`src/rtl/pattern_bist_harness_if.sv`:
```
// Control, stimulus and response signals between a tester and the
// pattern BIST harness; clock and reset stay outside as plain ports.
interface pattern_bist_harness_if #(
   parameter int IN_W  = 11,
   parameter int OUT_W = 9,
   parameter int CNT_W = 16
);
   logic             start;
   logic [CNT_W-1:0] pattern_count;
   logic [OUT_W-1:0] golden_sig;
   logic [IN_W-1:0]  dut_in;
   logic [OUT_W-1:0] dut_resp;
   logic             busy;
   logic             done;
   logic             pass;
   logic [OUT_W-1:0] signature;

   modport master (
      output start, pattern_count, golden_sig, dut_resp,
      input  dut_in, busy, done, pass, signature
   );

   modport slave (
      input  start, pattern_count, golden_sig, dut_resp,
      output dut_in, busy, done, pass, signature
   );
endinterface

```
`src/rtl/pattern_bist_harness.sv`:
```
// LFSR-driven stimulus and MISR response compaction for a merged pattern
// block, with golden-signature comparison at the end of each run.
module pattern_bist_harness #(
   parameter int              IN_W      = 11,
   parameter int              OUT_W     = 9,
   parameter int              CNT_W     = 16,
   parameter int              FLUSH     = 4,
   parameter logic [IN_W-1:0] LFSR_SEED = 11'h001
) (
   input logic                    blif_clk_net,
   input logic                    blif_reset_net,
   pattern_bist_harness_if.slave  bus
);

   localparam logic [2:0] S_IDLE  = 3'd0;
   localparam logic [2:0] S_SEED  = 3'd1;
   localparam logic [2:0] S_RUN   = 3'd2;
   localparam logic [2:0] S_DRAIN = 3'd3;
   localparam logic [2:0] S_DONE  = 3'd4;

   localparam logic [CNT_W:0] FLUSH_C = (CNT_W+1)'(FLUSH);

   logic [2:0]       state_q;
   logic [CNT_W-1:0] n_q;
   logic [CNT_W:0]   c_q;
   logic [IN_W-1:0]  lfsr_q;
   logic [IN_W-1:0]  dut_in_q;
   logic [OUT_W-1:0] misr_q;
   logic             pass_q;

   logic [CNT_W:0]   c_next;
   logic [CNT_W:0]   n_ext;
   logic [CNT_W:0]   drain_end;
   logic [IN_W-1:0]  lfsr_step;
   logic [OUT_W-1:0] misr_step;
   logic [OUT_W-1:0] misr_next;
   logic             capture;
   logic             start_ok;

   always_comb begin
      c_next    = c_q + 1'b1;
      n_ext     = {1'b0, n_q};
      drain_end = n_ext + FLUSH_C;
      lfsr_step = {lfsr_q[IN_W-2:0], lfsr_q[10] ^ lfsr_q[8]};
      misr_step = {misr_q[OUT_W-2:0], misr_q[OUT_W-1] ^ misr_q[4]} ^ bus.dut_resp;
      // Responses lag stimulus by FLUSH cycles, so capture starts at c=FLUSH
      // and ends at N+FLUSH-1: exactly N captures for any N.
      capture   = ((state_q == S_RUN) || (state_q == S_DRAIN)) && (c_q >= FLUSH_C);
      misr_next = capture ? misr_step : misr_q;
      start_ok  = bus.start && ((state_q == S_IDLE) || (state_q == S_DONE));
   end

   always_ff @(posedge blif_clk_net or posedge blif_reset_net) begin
      if (blif_reset_net) begin
         state_q  <= S_IDLE;
         n_q      <= '0;
         c_q      <= '0;
         lfsr_q   <= LFSR_SEED;
         dut_in_q <= '0;
         misr_q   <= '0;
         pass_q   <= 1'b0;
      end else begin
         case (state_q)
            S_IDLE, S_DONE: begin
               if (start_ok) begin
                  state_q <= S_SEED;
                  n_q     <= bus.pattern_count;
                  pass_q  <= 1'b0;
                  misr_q  <= '0;
               end
            end
            S_SEED: begin
               lfsr_q <= LFSR_SEED;
               misr_q <= '0;
               c_q    <= '0;
               if (n_q != '0) begin
                  state_q  <= S_RUN;
                  dut_in_q <= LFSR_SEED;
               end else begin
                  state_q  <= S_DONE;
                  dut_in_q <= '0;
                  pass_q   <= (bus.golden_sig == '0);
               end
            end
            S_RUN: begin
               c_q    <= c_next;
               misr_q <= misr_next;
               lfsr_q <= lfsr_step;
               if (c_next == n_ext) begin
                  state_q  <= S_DRAIN;
                  dut_in_q <= '0;
               end else begin
                  dut_in_q <= lfsr_step;
               end
            end
            S_DRAIN: begin
               c_q    <= c_next;
               misr_q <= misr_next;
               if (c_next == drain_end) begin
                  state_q <= S_DONE;
                  pass_q  <= (misr_next == bus.golden_sig);
               end
            end
            default: begin
               state_q  <= S_IDLE;
               dut_in_q <= '0;
            end
         endcase
      end
   end

   assign bus.dut_in    = dut_in_q;
   assign bus.busy      = (state_q == S_SEED) || (state_q == S_RUN) || (state_q == S_DRAIN);
   assign bus.done      = (state_q == S_DONE);
   assign bus.pass      = pass_q;
   assign bus.signature = misr_q;

endmodule

```
`src/flat_wrapper.sv`:
```
// flat-port wrapper written by rule: the top's interface ports become plain ports
module pattern_bist_harness_flat 
#(
   parameter int              IN_W      = 11,
   parameter int              OUT_W     = 9,
   parameter int              CNT_W     = 16,
   parameter int              FLUSH     = 4,
   parameter logic [IN_W-1:0] LFSR_SEED = 11'h001
)
  (blif_clk_net, blif_reset_net, bus_start, bus_pattern_count, bus_golden_sig, bus_dut_resp, bus_dut_in, bus_busy, bus_done, bus_pass, bus_signature);
  pattern_bist_harness_if #(.IN_W(IN_W), .OUT_W(OUT_W), .CNT_W(CNT_W)) bus_i ();
  input logic blif_clk_net;
  input logic blif_reset_net;
  input wire logic [$bits(bus_i.start)-1:0] bus_start;
  input wire logic [$bits(bus_i.pattern_count)-1:0] bus_pattern_count;
  input wire logic [$bits(bus_i.golden_sig)-1:0] bus_golden_sig;
  input wire logic [$bits(bus_i.dut_resp)-1:0] bus_dut_resp;
  output wire logic [$bits(bus_i.dut_in)-1:0] bus_dut_in;
  output wire logic [$bits(bus_i.busy)-1:0] bus_busy;
  output wire logic [$bits(bus_i.done)-1:0] bus_done;
  output wire logic [$bits(bus_i.pass)-1:0] bus_pass;
  output wire logic [$bits(bus_i.signature)-1:0] bus_signature;
  assign bus_i.start = bus_start;
  assign bus_i.pattern_count = bus_pattern_count;
  assign bus_i.golden_sig = bus_golden_sig;
  assign bus_i.dut_resp = bus_dut_resp;
  assign bus_dut_in = bus_i.dut_in;
  assign bus_busy = bus_i.busy;
  assign bus_done = bus_i.done;
  assign bus_pass = bus_i.pass;
  assign bus_signature = bus_i.signature;
  pattern_bist_harness #(.IN_W(IN_W), .OUT_W(OUT_W), .CNT_W(CNT_W), .FLUSH(FLUSH), .LFSR_SEED(LFSR_SEED)) u_core (.blif_clk_net(blif_clk_net), .blif_reset_net(blif_reset_net), .bus(bus_i));
endmodule
```
`config.mk`:
```
export PLATFORM = sky130hd
export DESIGN_NAME = pattern_bist_harness_flat
export DESIGN_NICKNAME = d
export VERILOG_FILES = /design/src/rtl/pattern_bist_harness_if.sv /design/src/rtl/pattern_bist_harness.sv /design/src/flat_wrapper.sv
export SDC_FILE = /design/constraint.sdc
export NUM_CORES = 1
export LEC_CHECK = 0
export CAP_MARGIN = 10
export CORE_ASPECT_RATIO = 1.1
export CORE_UTILIZATION = 57
export CTS_BUF_LIST = sky130_fd_sc_hd__clkbuf_8
export CTS_CLUSTER_DIAMETER = 50
export DETAILED_ROUTE_END_ITERATION = 12
export PLACE_DENSITY = 0.79
export SETUP_SLACK_MARGIN = 0.1
export SLEW_MARGIN = 30
export SYNTH_ARGS = -nofsm -noshare
export SYNTH_HDL_FRONTEND = slang
export SYNTH_SLANG_ARGS = --single-unit
export TNS_END_PERCENT = 20
```
`constraint.sdc`:
```
create_clock -name blif_clk_net -period 3.77 [get_ports blif_clk_net]
set_input_delay 0.377 -clock blif_clk_net [delete_from_list [all_inputs] [get_ports blif_clk_net]]
set_output_delay 0.377 -clock blif_clk_net [all_outputs]
set_load 0.01 [all_outputs]
```
# Word-level counts from Yosys, hierarchy flattened
# Cells that the tools add are included.
# classes
n_addsub,2
magnitude_cmp,1
n_eq_ne,11
mux,17
bitwise,3
reduce_logical,20
# ops
operator,n
17-bit one-hot mux with 2 select lines,1
11-bit one-hot mux with 3 select lines,1
9-bit one-hot mux with 3 select lines,1
11-bit one-hot mux with 2 select lines,1
9-bit 2-to-1 mux,2
"16-bit by 3-bit adder with 17-bit output, second input constant",1
"17-bit by 1-bit adder with 17-bit output, second input constant",1
17-bit by 16-bit equality test with 1-bit output,1
17-bit equality test,1
"17-bit by 3-bit >= comparator with 1-bit output, second input constant",1
16-bit nonzero test,1
3-bit 2-to-1 mux,4
3-bit one-hot mux with 4 select lines,1
11-bit 2-to-1 mux,1
9-bit equality test,1
9-bit logical NOT,1
9-bit XOR,1
"3-bit by 2-bit equality test with 1-bit output, second input constant",2
"2-bit by 1-bit inequality test with 1-bit output, second input constant",3
3-bit nonzero test,2
1-bit logical OR,4
1-bit 2-to-1 mux,4
2-bit AND reduction,2
4-bit AND reduction,1
11 further kinds,15
# word_totals
reg_bits,68
input_bits,37
output_inout_bits,23
wordCells,61

# Longest topological paths before layout
# logic_depth
ltp_word,7
ltp_mapped,11
ltp_nobuf,10

# Worst setup path before layout
# No wires, ideal clock.
# synth_path
kind,flip-flop to flip-flop
startpoint,register u_core.c_q[0]
endpoint,"register u_core.pass_q, in the netlist u_core.bus.pass"
setup_time_ns,0.125
t_arrival_ns,2.583
t_required_ns,3.645
path_slack_ns,1.062
path_stages_with_launch,11
path_buffers,1
period_less_slack_ns,2.708
path_cell_list,dfrtp_1 > ha_1 > nand3_1 > clkbuf_1 > o41a_1 > a211oi_1 > a211oi_2 > o31ai_1 > nor4_4 > o22ai_2 > mux2_4
# synth_between
elab_chain_len,6
elab_cells_between_ends,10
classes_between,add/sub: 1; order compare: 1; eq/ne: 3; mux: 3; reduce/logical: 2
# synth_rtl
element,line,source
start: declaration,pattern_bist_harness.sv:25,logic [CNT_W:0] c_q;
start signal: assignment,pattern_bist_harness.sv:86,c_q <= c_next;
start signal: assignment,pattern_bist_harness.sv:97,c_q <= c_next;
17-bit by 3-bit >= comparator with 1-bit output,pattern_bist_harness.sv:48,capture = ((state_q == S_RUN) || (state_q == S_DRAIN)) && (c_q >= FLUSH_C);
1-bit logical AND,pattern_bist_harness.sv:48,
9-bit 2-to-1 mux,pattern_bist_harness.sv:49,misr_next = capture ? misr_step : misr_q;
9-bit equality test,pattern_bist_harness.sv:101,pass_q <= (misr_next == bus.golden_sig);
1-bit 2-to-1 mux,pattern_bist_harness.sv:99,if (c_next == drain_end) begin
1-bit one-hot mux with 3 select lines,pattern_bist_harness.sv:63,case (state_q)
end signal: assignment,pattern_bist_harness.sv:82,pass_q <= (bus.golden_sig == '0);
end signal: assignment,pattern_bist_harness.sv:101,
end: declaration,pattern_bist_harness.sv:29,logic pass_q;
# Parallel ways exist; a longest one is shown, timed or not. The select of a mux whose other input is x is not followed.
# A chain may end at the register's enable or synchronous reset.

# Worst setup path in the final report
# layout_path
startpoint,register u_core.c_q[4]
endpoint,"register u_core.pass_q, in the netlist u_core.bus.pass"
# Same word-level chain as after synthesis.

==> results.py <==
metrics = {
    "status": {
        "status": "completed",
    },
    "critical_path": {
        "worst_setup_path_start_kind": "flip-flop",
        "crit_fanout": 20,
        "r2r_end": "u_core.bus.pass$_DFFE_PP0P_",
        "cp_data_required_time_ns": 4.01,
        "path_class": "reg2reg",
        "critPathLaunch": "u_core.c_q[4]$_DFFE_PP0P_",
        "worst_r2r_startpoint": "u_core.c_q[4]$_DFFE_PP0P_",
        "worst-r2r-setup-slack_ns": 0.51,
        "critPathCaptureType": "flip-flop",
        "crit_arrival_ns": 3.50,
        "ff2ff_path_depth": 8,
    },
    "global_routing": {
        "grt.total_usage_pct": 28.0,
        "grt_pass1_vias": 3592,
        "grt_pass1_wl_um": 17500,
        "grt_max_degree": 30,
        "grt-ovfl-total": 0,
        "grt_antenna_before_repair": 0,
    },
    "logic_synthesis": {
        "synth-edff-count": 0,
        "syn_inst": 474,
        "yosysSeqAreaShare_pct": 38.2,
        "synth_top_family_by_area": "compound AO/OA/AOI/OAI gates",
        "synth_xor_area_share_pct": 12.4,
        "synth_fa_ha_area_share_pct": 1.12,
        "synth-compound-area-share_pct": 19.9,
        "ys_types": 68,
        "ys_ff_latch": 68,
        "syn-num-nets": 515,
        "syn_area_per_cell_sq_um": 9.40,
        "ys_warn_count": 0,
        "synth_ff_type": "dfrtp_1",
        "yosys.area_share.simple_pct": 19.2,
        "muxShareOfSynthArea_pct": 4.10,
        "synthArstFlopShare_pct": 100,
        "synth_area_sq_mm": 0.00446,
    },
    "clock_tree": {
        "cts_resized": 0,
        "clock_sinks": 68,
        "post_cts_buffers": 0,
        "numCtsBuffers": 9,
        "h-tree-depth": 3,
        "postCtsHoldBufs": 0,
        "cts.path.max_buffers": 2,
        "ctsRootBufferMaster": "clkbuf_8",
        "insertion_delay_ns": 0.36,
        "cts_tree": "yes",
        "clk_pin_slew_ns": 0.09,
    },
    "detailed_routing": {
        "drt_wl_total_um": 10800,
        "ant_nets": 0,
        "first_iter_violations": 237,
        "vias_per_cell": 5.99,
        "drc": 0,
        "vias": 3775,
        "drt_first_pass_iters": 5,
        "wl_per_cell_um": 17.2,
    },
    "place": {
        "pre_cts_ws_ns": 0.590,
        "place_area_sq_mm": 0.00509,
        "gp_congestion": 0.941,
        "portBuffers": 59,
        "place_hpwl_um": 7730,
    },
    "sta": {
        "fin_worst_skew_ns": 0.0118,
        "hold_viol": 0,
        "period_share_pct": 86.5,
        "relSlewSlack_pct": 48.1,
        "max_freq_mhz": 307,
        "fin_crit_ns": 3.26,
        "rsz0062_at_grt": "false",
        "final-setup-viol-count": 0,
        "setup-tns-final_ns": 0,
        "worst_pin_slew_ns": 0.779,
        "drv_slew": 0,
        "fin_ws_ns": 0.508,
    },
    "floorplan": {
        "core_sq_mm": 0.00751,
        "die_x_um": 86.3,
        "dieArea_sq_mm": 0.00817,
        "rows": 33,
        "die_h_um": 94.7,
        "pin_count": 60,
        "initial_core_util_pct": 59.3,
    },
    "power_and_ir_drop": {
        "powerDensity_mw_per_mm2": 753,
        "switchingPower_uw": 1760,
        "swShare_pct": 44.4,
        "power.clock.fraction_pct": 14.6,
        "p_seq_share_pct": 35.2,
        "combPwrFrac_pct": 50.1,
        "p_leak_uw": 0.00212,
        "internal-power_uw": 2210,
        "irDropWorstVdd_mv": 0.448,
    },
    "cells_and_area": {
        "final_area_sq_mm": 0.00527,
        "final_layout_size_suffix_gt1_share_pct": 12.0,
        "area_growth_pct": 18.3,
        "fin_nets": 561,
        "fillers": 586,
        "antenna_cells": 0,
    },
    "hold_path": {
        "worstHoldPathType": "in2async",
    },
    "run": {
        "maxCapViolCount": 0,
    },
}
-- layout by cell type, fill, tap and decap left out, types with 8 or more instances in the layout --
| cell type | count |
|---|---|
| dfrtp_1 | 67 |
| clkdlybuf4s50_1 | 59 |
| xnor2_1 | 53 |
| nand2_1 | 47 |
| o21ai_0 | 36 |
| a22o_1 | 31 |
| nor2_1 | 22 |
| nand3_1 | 16 |
| inv_1 | 14 |
| mux2_2 | 14 |
| nor3_1 | 12 |
| xor2_1 | 10 |
| clkbuf_8 | 10 |
| buf_4 | 10 |
| nor4_1 | 9 |
| nand4_1 | 8 |
| a21oi_1 | 8 |
-- cell type report --
cell class	instances	area [sq um]	share of cell area [%]
clock buffers	10	138	2.61
clock inverters	6	46.3	0.878
repair buffers	69	666	12.6
well taps	105	131	2.49
multi-input cells	357	2530	48.0
inverters	15	56.3	1.07
flip-flops and latches	68	1700	32.3
-- worst max-delay path, cell delays in order (launching register included) --
cell	delay, ns
dfrtp_1	0.75
nand4_4	0.30
nor4_4	0.53
mux2_2	0.39
o31ai_2	0.19
o31ai_1	0.15
nor4_4	0.37
o22ai_2	0.12
mux2_4	0.31
-- logic make-up (layout without fill, tap and decap cells) --
group	count (synthesis)	in the layout
buffers and inverters	49	100
XOR/XNOR	63	63
adder cells (fa/ha/maj)	4	4
multiplexers	16	16
AND/OR/NAND/NOR	154	154
AO/OA/AOI/OAI	120	120
flip-flops	68	68
-- power groups by stage --
stage	Sequential, uW	Clock, uW	Combinational (uW)
global placement	1390	0	1930
floorplan	1260	0	1470
detailed placement	1400	0	1970
finish	1400	581	1990
CTS	1390	588	1980
global route	1440	621	2170
-- flip-flops by register name, indices dropped and copies added, names as in the netlist --
| signal | flops |
|---|---|
| u_core.c_q | 17 |
| u_core.state_q | 3 |
| u_core.bus.dut_in | 11 |
| u_core.bus.pass | 1 |
| u_core.n_q | 16 |
| u_core.bus.signature | 9 |
| u_core.lfsr_q | 11 |
-- Yosys cell counts, drive strengths merged (5+ instances only) --
master / instances / area (sq um)
a22o: 31 / 272
nor3: 12 / 60.1
mux2: 15 / 173
o21ai: 38 / 190
and2: 6 / 40.0
nor4: 11 / 98.8
nand3: 16 / 80.1
nand4: 11 / 96.3
nand2: 48 / 183
a21o: 5 / 38.8
nand2b: 5 / 31.3
nor2: 22 / 82.6
buf: 11 / 80.1
clkbuf: 23 / 86.3
xor2: 10 / 87.6
o22ai: 7 / 50.1
a21oi: 9 / 48.8
o31ai: 7 / 57.6
xnor2: 53 / 464
inv: 15 / 56.3
dfrtp: 67 / 1680
-- metrics by stage --
step | utilization [%] | std cells | hold WS, ns | power [uW]
6_report | 70.1 | 630 | 0.413 | 3970
5_1_grt | 70.1 | 630 | 0.492 | 4230
2_1_floorplan | - | 474 | 0.493 | 2730
4_1_cts | 70.1 | 630 | 0.435 | 3960
3_3_place_gp | 67.7 | 614 | 0.484 | 3320
3_5_place_dp | 67.7 | 614 | 0.480 | 3370
-- per-layer routing --
layer	GRT usage [%]	vias up	part of all wire, %
li1	-	1797	-
met4	12.2	0	2.8
met3	5.68	29	5.0
met2	47.2	121	48
met5	0	-	0
met1	35.0	1828	44
-- worst max path at each step --
stage	to	slack, ns
after floorplan	u_core.bus.pass$_DFFE_PP0P_	1.06
final	u_core.bus.pass$_DFFE_PP0P_	0.51
after global routing	u_core.bus.pass$_DFFE_PP0P_	0.33
after CTS	u_core.bus.pass$_DFFE_PP0P_	0.56
after global placement	u_core.bus.pass$_DFFE_PP0P_	0.73
after detailed placement	u_core.bus.pass$_DFFE_PP0P_	0.59
Power figures use the tool's default switching activity.
